[config.mk]
export PLATFORM = sky130hd
export DESIGN_NAME = div_seq
export DESIGN_NICKNAME = d
export VERILOG_FILES = /design/src/rtl/div_seq.sv
export SDC_FILE = /design/constraint.sdc
export NUM_CORES = 1
export LEC_CHECK = 0
export ABC_AREA = 1
export BUFFER_PORTS_ARGS = -buffer_cell sky130_fd_sc_hd__buf_2
export CAP_MARGIN = 25
export CORE_ASPECT_RATIO = 1.5
export CORE_MARGIN = 4
export CORE_UTILIZATION = 35
export CTS_BUF_LIST = sky130_fd_sc_hd__clkbuf_16
export CTS_CLUSTER_SIZE = 16
export DETAILED_ROUTE_END_ITERATION = 8
export PLACE_DENSITY = 0.5
export SYNTH_ARGS = -nofsm -noshare
export SYNTH_HDL_FRONTEND = slang
export SYNTH_SLANG_ARGS = --single-unit
[constraint.sdc]
create_clock -name clk -period 2.47 [get_ports clk]
set_input_delay 0.6175 -clock clk [delete_from_list [all_inputs] [get_ports clk]]
set_output_delay 0.6175 -clock clk [all_outputs]
set_load 0.02 [all_outputs]
[src/rtl/div_seq.sv]
// Radix-2 restoring divider for DIV/DIVU. It retires one quotient bit per clock and
// applies sign correction on the completion edge. Results hold in END until start_i drops.
module div_seq #(
  parameter int WIDTH = 32,
  parameter int CNT_W = 6
) (
  input  logic               clk,
  input  logic               rst,
  input  logic               signed_div_i,
  input  logic [WIDTH-1:0]   opdata1_i,
  input  logic [WIDTH-1:0]   opdata2_i,
  input  logic               start_i,
  input  logic               annul_i,
  output logic [2*WIDTH-1:0] result_o,
  output logic               ready_o,
  output logic               div_zero_o,
  output logic               stallreq_o
);

  typedef enum logic [1:0] {FREE, BY_ZERO, ON, DONE} state_t;

  state_t             state, state_n;
  logic [CNT_W-1:0]   cnt, cnt_n;
  logic [WIDTH-1:0]   rem, rem_n;
  logic [WIDTH-1:0]   dvd, dvd_n;   // dividend bits shift out, quotient bits shift in
  logic [WIDTH-1:0]   dvs, dvs_n;
  logic               neg_q, neg_q_n, neg_r, neg_r_n;
  logic [2*WIDTH-1:0] result_n;
  logic               ready_n, div_zero_n;
  logic [WIDTH:0]     rem_sh, diff;
  logic [WIDTH-1:0]   q_fix, r_fix;

  assign stallreq_o = start_i && !ready_o && !annul_i;

  always_ff @(posedge clk or negedge rst) begin
    if (!rst) begin
      state      <= FREE;
      cnt        <= '0;
      rem        <= '0;
      dvd        <= '0;
      dvs        <= '0;
      neg_q      <= 1'b0;
      neg_r      <= 1'b0;
      result_o   <= '0;
      ready_o    <= 1'b0;
      div_zero_o <= 1'b0;
    end else begin
      state      <= state_n;
      cnt        <= cnt_n;
      rem        <= rem_n;
      dvd        <= dvd_n;
      dvs        <= dvs_n;
      neg_q      <= neg_q_n;
      neg_r      <= neg_r_n;
      result_o   <= result_n;
      ready_o    <= ready_n;
      div_zero_o <= div_zero_n;
    end
  end

  always_comb begin
    state_n    = state;
    cnt_n      = cnt;
    rem_n      = rem;
    dvd_n      = dvd;
    dvs_n      = dvs;
    neg_q_n    = neg_q;
    neg_r_n    = neg_r;
    result_n   = result_o;
    ready_n    = ready_o;
    div_zero_n = div_zero_o;
    // Remainder is always below the divisor, so one extra bit holds the shifted trial value.
    rem_sh     = {rem, dvd[WIDTH-1]};
    diff       = rem_sh - {1'b0, dvs};
    q_fix      = neg_q ? -dvd : dvd;
    r_fix      = neg_r ? -rem : rem;
    case (state)
      FREE: begin
        if (start_i && !annul_i) begin
          dvd_n   = (signed_div_i && opdata1_i[WIDTH-1]) ? -opdata1_i : opdata1_i;
          dvs_n   = (signed_div_i && opdata2_i[WIDTH-1]) ? -opdata2_i : opdata2_i;
          neg_q_n = signed_div_i && (opdata1_i[WIDTH-1] ^ opdata2_i[WIDTH-1]);
          neg_r_n = signed_div_i && opdata1_i[WIDTH-1];
          rem_n   = '0;
          cnt_n   = '0;
          state_n = (opdata2_i == '0) ? BY_ZERO : ON;
        end
      end
      BY_ZERO: begin
        if (annul_i) begin
          state_n = FREE;
        end else begin
          result_n   = '0;
          ready_n    = 1'b1;
          div_zero_n = 1'b1;
          state_n    = DONE;
        end
      end
      ON: begin
        if (annul_i) begin
          cnt_n   = '0;
          state_n = FREE;
        end else if (cnt != CNT_W'(WIDTH)) begin
          if (!diff[WIDTH]) begin
            rem_n = diff[WIDTH-1:0];
            dvd_n = {dvd[WIDTH-2:0], 1'b1};
          end else begin
            rem_n = rem_sh[WIDTH-1:0];
            dvd_n = {dvd[WIDTH-2:0], 1'b0};
          end
          cnt_n = cnt + CNT_W'(1);
        end else begin
          result_n   = {r_fix, q_fix};
          ready_n    = 1'b1;
          div_zero_n = 1'b0;
          state_n    = DONE;
        end
      end
      DONE: begin
        if (annul_i || !start_i) begin
          result_n = '0;
          ready_n  = 1'b0;
          state_n  = FREE;
        end
      end
      default: state_n = FREE;
    endcase
  end

endmodule

==> impl_results.md <==
- Initial DRC Count: 755
- Area enclosed by the die boundary: 0.0406 mm2
- Synthesis-to-finish area growth: 18.7%
- Maximum capacitance violations: 0
- Routed vias: 13500
- CTS Hold Bufs: 0
- Critical path endpoint category: register
- Number of detailed-route iterations in the first pass: 5
- Sequence of cells on the critical path: ha_4 > fa_2 > inv_1 > nand2_1 > nand2_2 > nand3_1 > nand2_2 > nand2_1 > nand2_2 > nand2_4 > nand2_4 > nand2_4 > nand2_8 > clkbuf_16 > nand3_1 > nand3_1 > nand2_1
- Internal power summed over all cells: 7350 uW
- Fraction of layout instances using a drive strength above 1: 14.2%
- Final RePlAce weighted congestion: 0.931
- Library cell with the highest instance count after synthesis: nand2_1
- Core Util, Final: 42.1%
- Clk Latency, worst-skew pair: 460 ps
- Worst IR drop on VDD: 0.512 mV
- Cell Pwr Density: 891 mW/mm2
- Flip-flop and latch count after synthesis: 172
- Power spent charging and discharging nets: 6510 uW
- Power share of the combinational group: 50.0%
- Initial Util: 35.5%
- Total routing resource utilization after global routing: 22.0%
- Top post-synthesis cells by count: nand2_1 (650), inv_1 (274), dfrtp_1 (172)
- Number of buffer cells added on primary ports: 135
- Final hold vios: 0
- Largest driver fanout on the critical path: 7
- Number of global-route vias before repair: 13300
- Worst setup path endpoint: rem[27]$_DFFE_PN0P_
- Number of synthesized flops with an enable pin: 0
- Lkg Pwr: 0.00845 uW
- Net count of the finished layout: 2313
- Post-Syn Instances: 2021
- Share of synthesized flip-flops with an asynchronous set or reset: 100%
- Overall power consumption: 13900 uW
- Startpoint Class: register
- Worst endpoint required time: 2820 ps
- Seq pwr share: 28.4%
- Post-Place Worst Slack: 17.5 ps
- Tightest Pin Transition: 573 ps
- Crit path kind: reg -> reg
- Syn_area_per_cell: 6.48 um2
- CTS H-Tree Depth: 4
- Core area: 0.0369 mm2
- Class of the worst hold path: in -> async
- Final worst clock skew: 13.8 ps
- Most area-consuming cells after synthesis: dfrtp_1 (33%), nand2_1 (19%), inv_1 (7.9%)
- Most area-hungry cell type in the Yosys netlist: dfrtp_1
- CP max stage delay: 430 ps
- Synthesized netlist net count: 2134
- Reg2Reg Setup Slack: 140 ps
- Ratio of final minimum period to clock period: 94.2%
- Final ANT Viol Nets: 0
- TNS Setup: 0 ps
- Post-route setup slack: 143 ps
- Count of yosys warnings during synthesis: 0
- Slowest CP cell: dfrtp_1
- Pin count of the biggest net entering global routing: 63
- Setup violations, final: 0
- Clock sink total: 172
- Initial antenna violation count: 0
- Number of antenna repair diodes: 0
- Clock-pin slew reported for the worst setup and hold paths after clock tree synthesis: 70 ps
- Via-to-Cell Ratio: 5.00
- Run status: complete, no violations
- Mapped Area: 0.0131 mm2
- # DRC: 0
- Area share of the largest cell type after synthesis: 32.9%
- Top Ports: 136
- Routed len/inst: 16.7 um
- Crit-path leading delay family: simple AND/OR/NAND/NOR gates
- Site row count: 86
- Origin of the worst setup path: dvs[0]$_DFFE_PN0P_
- Relative slew margins: 61.8%
- TritonCTS buffer count: 17
- Highest attainable clock frequency: 0.430 GHz
- Width of the chip: 166 um
- CTS Root Buffer Type: clkbuf_16
- Detailed Route WL: 45100 um
- Ys flop type: dfrtp_1
- CTS tree: done
- Detailed Place HPWL: 36000 um
- Max-slew violations: 0
- Largest buffer count on any clock path: 2
- Reg2Reg Launch Point: dvs[0]$_DFFE_PN0P_
- Minimum period implied by the final worst setup slack: 2330 ps
- Total stage count of the critical path: 17
- Die height: 245 um
- Part of the total power dissipated in the clock network: 21.6%
- Reg-to-Reg End: rem[27]$_DFFE_PN0P_
- Fraction of power spent switching nets: 47.0%
- Worst Path Buf+Inv: 2
- Sum of overflow across all layers after global routing: 0
- Sequential area share after synthesis: 32.9%
- Global-route wire length before repair: 71200 um
- Arrival time at the worst endpoint: 2670 ps
- Number of different library cells in the post-synthesis netlist: 50
- R2R depth: 17
## flip-flops by register name, indices dropped and copies added (netlist names)
register / cells
result_o: 64
dvd: 32
dvs: 32
rem: 32
cnt: 6
state: 2
div_zero_o: 1
neg_q: 1
neg_r: 1
ready_o: 1
## per-stage QoR
| step | instances | hold WS (ps) | instance area (um2) |
|---|---|---|---|
| finish | 2696 | 73.6 | 15500 |
| detailed placement | 2661 | 462 | 14800 |
| floorplan | 2021 | 322 | 13100 |
| global placement | 2661 | 460 | 14800 |
| CTS | 2692 | 81.7 | 15400 |
| global route | 2696 | 98.7 | 15500 |
## layout by cell type, fill, tap and decap left out, drive strengths merged
master / Yosys / final
nor3: 30 / 30
o21bai: 6 / 6
ha: 43 / 43
xnor2: 18 / 18
o2111ai: 1 / 1
bufinv: 0 / 4
nand2: 663 / 663
o21ai: 187 / 187
a31oi: 3 / 3
buf: 25 / 216
dfrtp: 172 / 172
a32o: 2 / 2
or2: 5 / 5
clkinv: 2 / 4
nor2: 174 / 174
nand3: 167 / 167
o31ai: 2 / 2
clkinvlp: 0 / 2
o211ai: 15 / 15
a21o: 1 / 1
o221ai: 2 / 2
xor2: 35 / 35
a22oi: 4 / 4
inv: 285 / 291
o21a: 2 / 2
nor4: 5 / 5
fa: 1 / 1
nand4: 34 / 34
nor3b: 1 / 1
a21oi: 97 / 97
clkbuf: 33 / 19
nand3b: 6 / 6
## how the worst min path moves through the flow
stage                                        start                       end  slack (ps)
final                                          rst  result_o[26]$_DFFE_PN0P_          70
after global placement    result_o[10]$_DFFE_PN0P_  result_o[10]$_DFFE_PN0P_         460
after global routing                           rst  result_o[26]$_DFFE_PN0P_         100
after CTS                                      rst  result_o[26]$_DFFE_PN0P_          80
after detailed placement  result_o[22]$_DFFE_PN0P_  result_o[22]$_DFFE_PN0P_         460
after floorplan                                rst        cnt[0]$_DFFE_PN0P_         320
## area by class of cell
type / instances / area (um2)
clock buffer: 17 / 425
clock inverter: 14 / 208
fill: 3923 / 21400
inverter: 287 / 1080
multi-input combinational: 1504 / 7490
sequential: 172 / 4300
tap: 484 / 606
timing repair buffer: 218 / 1440
## power groups by stage
stage / sequential [uW] / clock, uW / combinational, uW
2_1_floorplan: 3880 / 0 / 4650
3_3_place_gp: 3970 / 0 / 6870
3_5_place_dp: 3990 / 0 / 6890
4_1_cts: 3930 / 3060 / 6930
5_1_grt: 4020 / 3160 / 7800
6_report: 3940 / 3000 / 6920
## cells by family after synthesis
| kind of cell | share of synthesized area (%) |
|---|---|
| buf+inv | 10.4 |
| compound gates | 13.7 |
| flops | 32.9 |
| fa+ha+maj | 4.26 |
| simple gates | 35.2 |
| xor+xnor | 3.54 |
## routing by layer
metal  routed length (um)  up-vias  GRT usage [%]
met5                    0        -              0
met4                 2030        0           9.95
met3                 1550       80           2.61
met2                23100      346           40.4
met1                18400     6229           25.4
li1                     -     6836              -
## timing repair
item,4_1_cts,5_1_grt
hold endpoints to repair,0,0
endpoints found under the setup margin,0,33
buffers inserted,0,2
gates resized for setup,0,14
Power figures use the tool's default switching activity.
